**src/rtl/uart_tx_pkg.sv**
```systemverilog
// uart_tx_pkg: FSM state encoding, line levels and helpers for uart_tx (ST_PARITY exists only with `UART_TX_PARITY_EN)
package uart_tx_pkg;
  typedef enum logic [2:0] {
    ST_IDLE,
    ST_START,
    ST_DATA,
`ifdef UART_TX_PARITY_EN
    ST_PARITY,
`endif
    ST_STOP
  } state_t;
  localparam logic LINE_IDLE = 1'b1;
  localparam logic LINE_START = 1'b0;
  function automatic int max2(input int a, input int b);
    return a > b ? a : b;
  endfunction
endpackage

```
**src/rtl/uart_tx_bit_timer.sv**
```systemverilog
// uart_tx_bit_timer: counts 2*p_BITSLOT_HALF_PERIOD clocks per slot and pulses o_slot_end on the last clock
module uart_tx_bit_timer #(
  parameter int p_BITSLOT_HALF_PERIOD = 1
) (
  input  logic i_clk,
  input  logic i_rst,
  input  logic i_restart,
  input  logic i_en,
  output logic o_slot_end
);
  localparam int T = 2 * p_BITSLOT_HALF_PERIOD;
  localparam int TW = $clog2(T);
  logic [TW-1:0] cnt;
  assign o_slot_end = i_en && cnt == TW'(T - 1);
  always_ff @(posedge i_clk)
    if (i_rst || i_restart) cnt <= '0;
    else if (i_en) cnt <= o_slot_end ? '0 : cnt + TW'(1);
endmodule

```
**src/rtl/uart_tx.sv**
```systemverilog
// uart_tx: valid/ready UART serialiser: start bit, LSB-first data, even parity when `UART_TX_PARITY_EN is defined, stop bits.
module uart_tx
  import uart_tx_pkg::*;
#(
  parameter int p_BITSLOT_HALF_PERIOD = 1,
  parameter int p_DATA_BITS = 8,
  parameter int p_STOP_BITS = 1
) (
  input  logic                   i_clk,
  input  logic                   i_rst,
  input  logic [p_DATA_BITS-1:0] i_data,
  input  logic                   i_valid,
  output logic                   o_ready,
  output logic                   o_tx,
  output logic                   o_done
);
  localparam int CW = $clog2(max2(p_DATA_BITS, p_STOP_BITS) + 1);
  localparam logic [CW-1:0] LAST_D = CW'(p_DATA_BITS - 1);
  localparam logic [CW-1:0] LAST_S = CW'(p_STOP_BITS - 1);
  if (p_BITSLOT_HALF_PERIOD < 1 || p_DATA_BITS < 1 || p_DATA_BITS > 16 || p_STOP_BITS < 1 || p_STOP_BITS > 4) begin : g_bad_params
    $error("uart_tx: illegal parameters");
  end
  state_t st, st_n;
  logic [p_DATA_BITS-1:0] sh, sh_n;
  logic [CW-1:0] cnt, cnt_n;
  logic tx_n, done_n, slot_end, accept, last_stop;
`ifdef UART_TX_PARITY_EN
  logic par, par_n;
`endif
  // Ready during the final stop clock so a held i_valid starts the next frame with no idle gap
  assign last_stop = st == ST_STOP && slot_end && cnt == LAST_S;
  assign o_ready = st == ST_IDLE || last_stop;
  assign accept = i_valid && o_ready;
  uart_tx_bit_timer #(.p_BITSLOT_HALF_PERIOD(p_BITSLOT_HALF_PERIOD)) u_timer (
    .i_clk(i_clk),
    .i_rst(i_rst),
    .i_restart(accept),
    .i_en(st != ST_IDLE),
    .o_slot_end(slot_end)
  );
  always_comb begin
    st_n = st;
    sh_n = sh;
    cnt_n = cnt;
    tx_n = o_tx;
    done_n = 1'b0;
`ifdef UART_TX_PARITY_EN
    par_n = par;
`endif
    case (st)
      ST_IDLE: tx_n = LINE_IDLE;
      ST_START: if (slot_end) begin
        st_n = ST_DATA;
        tx_n = sh[0];
        cnt_n = '0;
      end
      ST_DATA: if (slot_end) begin
        if (cnt == LAST_D) begin
          cnt_n = '0;
`ifdef UART_TX_PARITY_EN
          st_n = ST_PARITY;
          tx_n = par;
`else
          st_n = ST_STOP;
          tx_n = LINE_IDLE;
`endif
        end else begin
          sh_n = sh >> 1;
          tx_n = sh_n[0];
          cnt_n = cnt + CW'(1);
        end
      end
`ifdef UART_TX_PARITY_EN
      ST_PARITY: if (slot_end) begin
        st_n = ST_STOP;
        tx_n = LINE_IDLE;
      end
`endif
      ST_STOP: if (slot_end) begin
        st_n = last_stop ? ST_IDLE : ST_STOP;
        cnt_n = last_stop ? '0 : cnt + CW'(1);
        done_n = last_stop;
        tx_n = LINE_IDLE;
      end
      default: st_n = ST_IDLE;
    endcase
    if (accept) begin
      st_n = ST_START;
      sh_n = i_data;
      cnt_n = '0;
      tx_n = LINE_START;
`ifdef UART_TX_PARITY_EN
      par_n = ^i_data;
`endif
    end
  end
  always_ff @(posedge i_clk)
    if (i_rst) begin
      st <= ST_IDLE;
      sh <= '0;
      cnt <= '0;
      o_tx <= LINE_IDLE;
      o_done <= 1'b0;
`ifdef UART_TX_PARITY_EN
      par <= 1'b0;
`endif
    end else begin
      st <= st_n;
      sh <= sh_n;
      cnt <= cnt_n;
      o_tx <= tx_n;
      o_done <= done_n;
`ifdef UART_TX_PARITY_EN
      par <= par_n;
`endif
    end
endmodule
```
**config.mk**
```make
export PLATFORM = sky130hd
export DESIGN_NAME = uart_tx
export DESIGN_NICKNAME = d
export VERILOG_FILES = /design/src/rtl/uart_tx_pkg.sv /design/src/rtl/uart_tx_bit_timer.sv /design/src/rtl/uart_tx.sv
export SDC_FILE = /design/constraint.sdc
export NUM_CORES = 1
export LEC_CHECK = 0
export CAP_MARGIN = 15
export CORE_MARGIN = 2
export CORE_UTILIZATION = 25
export DETAILED_ROUTE_END_ITERATION = 16
export GPL_TIMING_DRIVEN = 0
export PLACE_DENSITY = 0.52
export SLEW_MARGIN = 5
export SYNTH_ARGS = -nofsm -noshare
export SYNTH_HDL_FRONTEND = slang
export SYNTH_SLANG_ARGS = --single-unit
```
**constraint.sdc**
```tcl
create_clock -name i_clk -period 1.64 [get_ports i_clk]
set_input_delay 0.328 -clock i_clk [delete_from_list [all_inputs] [get_ports i_clk]]
set_output_delay 0.328 -clock i_clk [all_outputs]
set_load 0.1 [all_outputs]
```
# Yosys cells after proc, flatten, opt, wreduce, memory -nomap -nowiden
# Index checks and enable logic that the tools add are counted.
[word_totals]
out_inout_bits = 3
inputBits = 11
latch_bits = 0
ram_bits = 0
rom_bits = 0
regBits = 18
memories = 0
[classes]
n_shift = 0
magnitude_cmp = 0
multipliers = 0
div_mod_pow = 0
n_reduce_logical = 20
eq_ne = 14
mux = 24
n_addsub = 2
n_bitwise = 3
[op_table]
columns = ["op", "n"]
rows = [
  ["2-to-1 mux 8 bit", 4],
  ["2-to-1 mux 4 bit", 5],
  ["2-to-1 mux 3 bit", 4],
  ["!= test 3 x 2 -> 1 bit (second input constant)", 4],
  ["one-hot mux 3 bit (4 select lines)", 1],
  ["one-hot mux 4 bit (3 select lines)", 1],
  ["AND reduction 5 bit", 2],
  ["!= test 2 bit (second input constant)", 4],
  ["AND reduction 4 bit", 2],
  ["2-to-1 mux 1 bit", 7],
  ["== test 3 x 2 -> 1 bit (second input constant)", 2],
  ["nonzero test 3 bit", 2],
  ["nonzero test 5 bit", 1],
  ["adder 4 x 1 -> 4 bit (second input constant)", 1],
  ["== test 4 x 3 -> 1 bit (second input constant)", 1],
  ["logical AND 1 bit", 4],
  ["zero test 4 bit", 1],
  ["!= test 2 x 1 -> 1 bit (second input constant)", 2],
  ["one-hot mux 1 bit (4 select lines)", 1],
  ["nonzero test 2 bit", 2],
  ["== test 3 x 1 -> 1 bit (second input constant)", 1],
  ["zero test 3 bit", 1],
  ["NOT 1 bit", 3],
  ["AND reduction 3 bit", 1],
  ["other kinds (5)", 6],
]

# Depth between registers and ports, before layout
[logic_depth]
ltp_word = 8
depth_mapped = 7
ltp_nobuf = 6

# Cells and area by module
# From an unflattened synthesis, not the netlist that was laid out.
[unflattened]
hier_cells = 116
hier_area_um2 = 1003.5
[modules_own_cells]
columns = ["module", "area_per_inst_um2", "cells_per_inst", "seq_area_each_um2", "instances"]
rows = [
  ["uart_tx", 957.2, 112, 320.3, 1],
  ["uart_tx_bit_timer", 46.3, 4, 20.0, 1],
]

# Worst setup path after synthesis
# No wires, ideal clock.
[synth_path]
path_kind = "register to output"
from = "register cnt[0]"
to = "output port o_ready"
stages_incl_launch_ff = 5
required_time_ns = 1.312
arrival_ns = 1.393
path_slack_ns = -0.081
path_cell_list = "dfxtp_1 > inv_1 > ha_1 > nor3b_4 > a31o_2"
[synth_between]
elab_chain_cells = 3
[synth_rtl]
columns = ["element", "line_no", "text"]
rows = [
  ["start, declared", "uart_tx.sv:25", "logic [CW-1:0] cnt, cnt_n;"],
  ["start signal, assigned", "uart_tx.sv:110", "cnt <= cnt_n;"],
  ["zero test 4 bit", "uart_tx.sv:31", "assign last_stop = st == ST_STOP && slot_end && cnt == LAST_S;"],
  ["logical AND 1 bit", "uart_tx.sv:31", ""],
  ["logical OR 1 bit", "uart_tx.sv:32", "assign o_ready = st == ST_IDLE || last_stop;"],
  ["end, declared", "uart_tx.sv:13", "output logic o_ready,"],
]
# Every way passes these cells.

# Worst setup path after layout
[layout_path]
from = "register cnt[1]"
to = "output port o_ready"
# The elaborated chain is that of the path after synthesis.

==> flow_metrics.env <==
export IMPL_antenna_found_initial=0
export IMPL_num_antenna_cells=0
export IMPL_setup_viol=2
export IMPL_drtAntennaViolNets=0
export IMPL_hpwl_microns=1730
export IMPL_fp_row_count=23
export IMPL_hold_buffers=0
export IMPL_overflow=0
export IMPL_final_common_cell="dfxtp_1"
export IMPL_fin_cells=185
export IMPL_clock_skew_final_ns=0.00323
export IMPL_worst_slack_ns=-0.0656
export IMPL_power_mw=1.37
export IMPL_clkTransAtPathRegs_ns=0.07
export IMPL_synth_edff_count=0
export IMPL_placed_cells=168
export IMPL_power_density_nw_per_um2=906
export IMPL_num_fill_cells=386
export IMPL_slew_headroom=0.638
export IMPL_arrival_ns=1.38
export IMPL_layout_drive_gt1_share=0.385
export IMPL_ys_flop_type="dfxtp_1"
export IMPL_tritoncts="done"
export IMPL_root_buffer="clkbuf_8"
export IMPL_via_per_inst=4.84
export IMPL_cts_buffer_depth=2
export IMPL_ys_async_sr_fraction=0
export IMPL_regArea_sq_um=355
export IMPL_area_growth_pct=51.1
export IMPL_clkLatencyLatePin_ns=0.26
export IMPL_dieWidth_microns=67.4
export IMPL_start_util=0.255
export IMPL_io_buffers=13
export IMPL_slew_viol_final=0
export IMPL_fmax_mhz=586
export IMPL_grt_max_degree=11
export IMPL_yosysUniqueCellTypes=39
export IMPL_rrSetupSlack_ns=-0.03
export IMPL_yosysWarnings=0
export IMPL_totalWireLength_microns=2590
export IMPL_multi_input_area_sq_um=743
export IMPL_htreeDepth=1
export IMPL_peakVddDrop_uv=401
export IMPL_grt_pass1_wl_microns=3980
export IMPL_min_period_ns=1.71
export IMPL_final_cell_mix="dfxtp_1 (13), a21oi_1 (11), buf_4 (11), clkdlybuf4s50_1 (10), o21ai_0 (8)"
export IMPL_synthCells=105
export IMPL_drc=0
export IMPL_ios=14
export IMPL_ys_seq_elements=17
export IMPL_core_sq_um=3940
export IMPL_grt_pass1_vias=867
export IMPL_cap_violations=0
export IMPL_syn_cell_area_sq_um=1000
export IMPL_tightest_slew_ns=0.546
export IMPL_clkSinkCount=17
export IMPL_place_ws_ns=-0.967
export IMPL_die_y_microns=67.4
export IMPL_period_share=1.04
export IMPL_failed_checks="setup timing"
export IMPL_final_util=0.385
export IMPL_synthesis_nets=123
export IMPL_critPathCaptureType="output port"
export IMPL_dieArea_sq_um=4540
export IMPL_avgSynthCellArea_sq_um=9.57
export IMPL_hold_viol_final=0
export IMPL_required_ns=1.31
export IMPL_critical_path_class="reg -> out"
export IMPL_place_area_sq_um=1220
export IMPL_hold_path_class="reg -> reg"
export IMPL_crit_path_start_kind="flip-flop"
export IMPL_drt_iter0_drc=17
export IMPL_p_leak_nw=0.505
export IMPL_rsz0062_at_grt="true"
export IMPL_cts_buffers=3
export IMPL_num_vias=896
export IMPL_gp_congestion=0.769
export IMPL_status="finished, violations left"
export IMPL_cp_max_fo=4
export IMPL_ys_seq_area_frac=0.339
export IMPL_layout_nets=154
export IMPL_firstDrtPassIters=4
export IMPL_track_usage=0.117
export IMPL_wl_per_cell_microns=14.0
export IMPL_finalInstanceArea_sq_um=1520
## worst max-delay path, cell delays in order, from the launching register on
cell and delay (ns):
dfxtp_4 0.36, inv_2 0.04, ha_4 0.14, nor3b_4 0.15
a31o_4 0.26, buf_12 0.16
## through the flow
stage	TNS, ns	hold slack (ns)
floorplan	0	0.397
global placement	-4.21	0.478
detailed placement	-4.79	0.484
CTS	-0.157	0.497
global route	-0.563	0.526
finish	-0.0959	0.491
## final timing paths
kind / depth (start not counted) / from / end
max: 5 / cnt[1]$_SDFFE_PP0P_ / o_ready
max reg2reg: 7 / cnt[1]$_SDFFE_PP0P_ / o_tx$_SDFFE_PP1P_
min: 2 / sh[7]$_SDFFE_PP0P_ / sh[7]$_SDFFE_PP0P_
min reg2reg: 2 / sh[7]$_SDFFE_PP0P_ / sh[7]$_SDFFE_PP0P_
## layout make-up
type | instances | area share
Sequential cell | 17 | 0.234
Timing Repair Buffer | 26 | 0.169
Buffer | 2 | 0.0148
Multi-Input combinational cell | 79 | 0.490
Inverter | 7 | 0.0206
Clock inverter | 1 | 0.00330
Clock buffer | 3 | 0.0272
Tap cell | 50 | 0.0412
## cells in the mapped netlist, types with 2 or more instances
cell	n	share of area
a211oi_1	2	0.015
a21oi_1	11	0.055
a31oi_1	2	0.012
buf_6	2	0.022
dfxtp_1	17	0.34
ha_1	7	0.087
inv_1	7	0.026
mux2i_1	7	0.070
nand2_1	2	0.0075
nand3_1	2	0.010
nand3b_1	3	0.022
nor2_1	5	0.019
nor3b_1	2	0.015
o211ai_1	3	0.022
o21ai_0	8	0.040
or3_1	2	0.012
## per-layer routing
metal  track usage  part of all wire  routed length [microns]  up-vias
li1              -                 -                        -      454
met1         0.154              0.46                     1190      431
met2         0.183              0.51                     1330        7
met3        0.0200             0.014                       35        4
met4        0.0587             0.013                       34        0
met5             0                 0                        0        -
## what timing repair did
action	in CTS	in global routing
setup buffers	6	7
setup endpoints to repair	18	14
resized for setup	29	20
pin swaps	4	8
## power breakdown
| group | total [mW] | switching, mW | internal (mW) |
|---|---|---|---|
| registers | 0.492 | 0.0385 | 0.454 |
| clock network | 0.327 | 0.158 | 0.169 |
| logic | 0.555 | 0.299 | 0.256 |
| total | 1.37 | 0.496 | 0.879 |
## flip-flops by register name (all words and copies together) (netlist names)
name and flops:
o_done 1, st 2, o_tx 1, u_timer.cnt 1
sh 8, cnt 4
## cell families (layout without fill, tap and decap cells)
logic type               after synthesis  in the layout  share of synthesized area
AND/OR/NAND/NOR                       28             28                      0.197
AO/OA/AOI/OAI                         36             36                      0.250
adder cells (fa/ha/maj)                7              7                     0.0872
XOR/XNOR                               1              1                    0.00872
flip-flops                            17             17                      0.339
buffers and inverters                  9             39                     0.0486
multiplexers                           7              7                     0.0697
(Power assumes the default switching activity.)
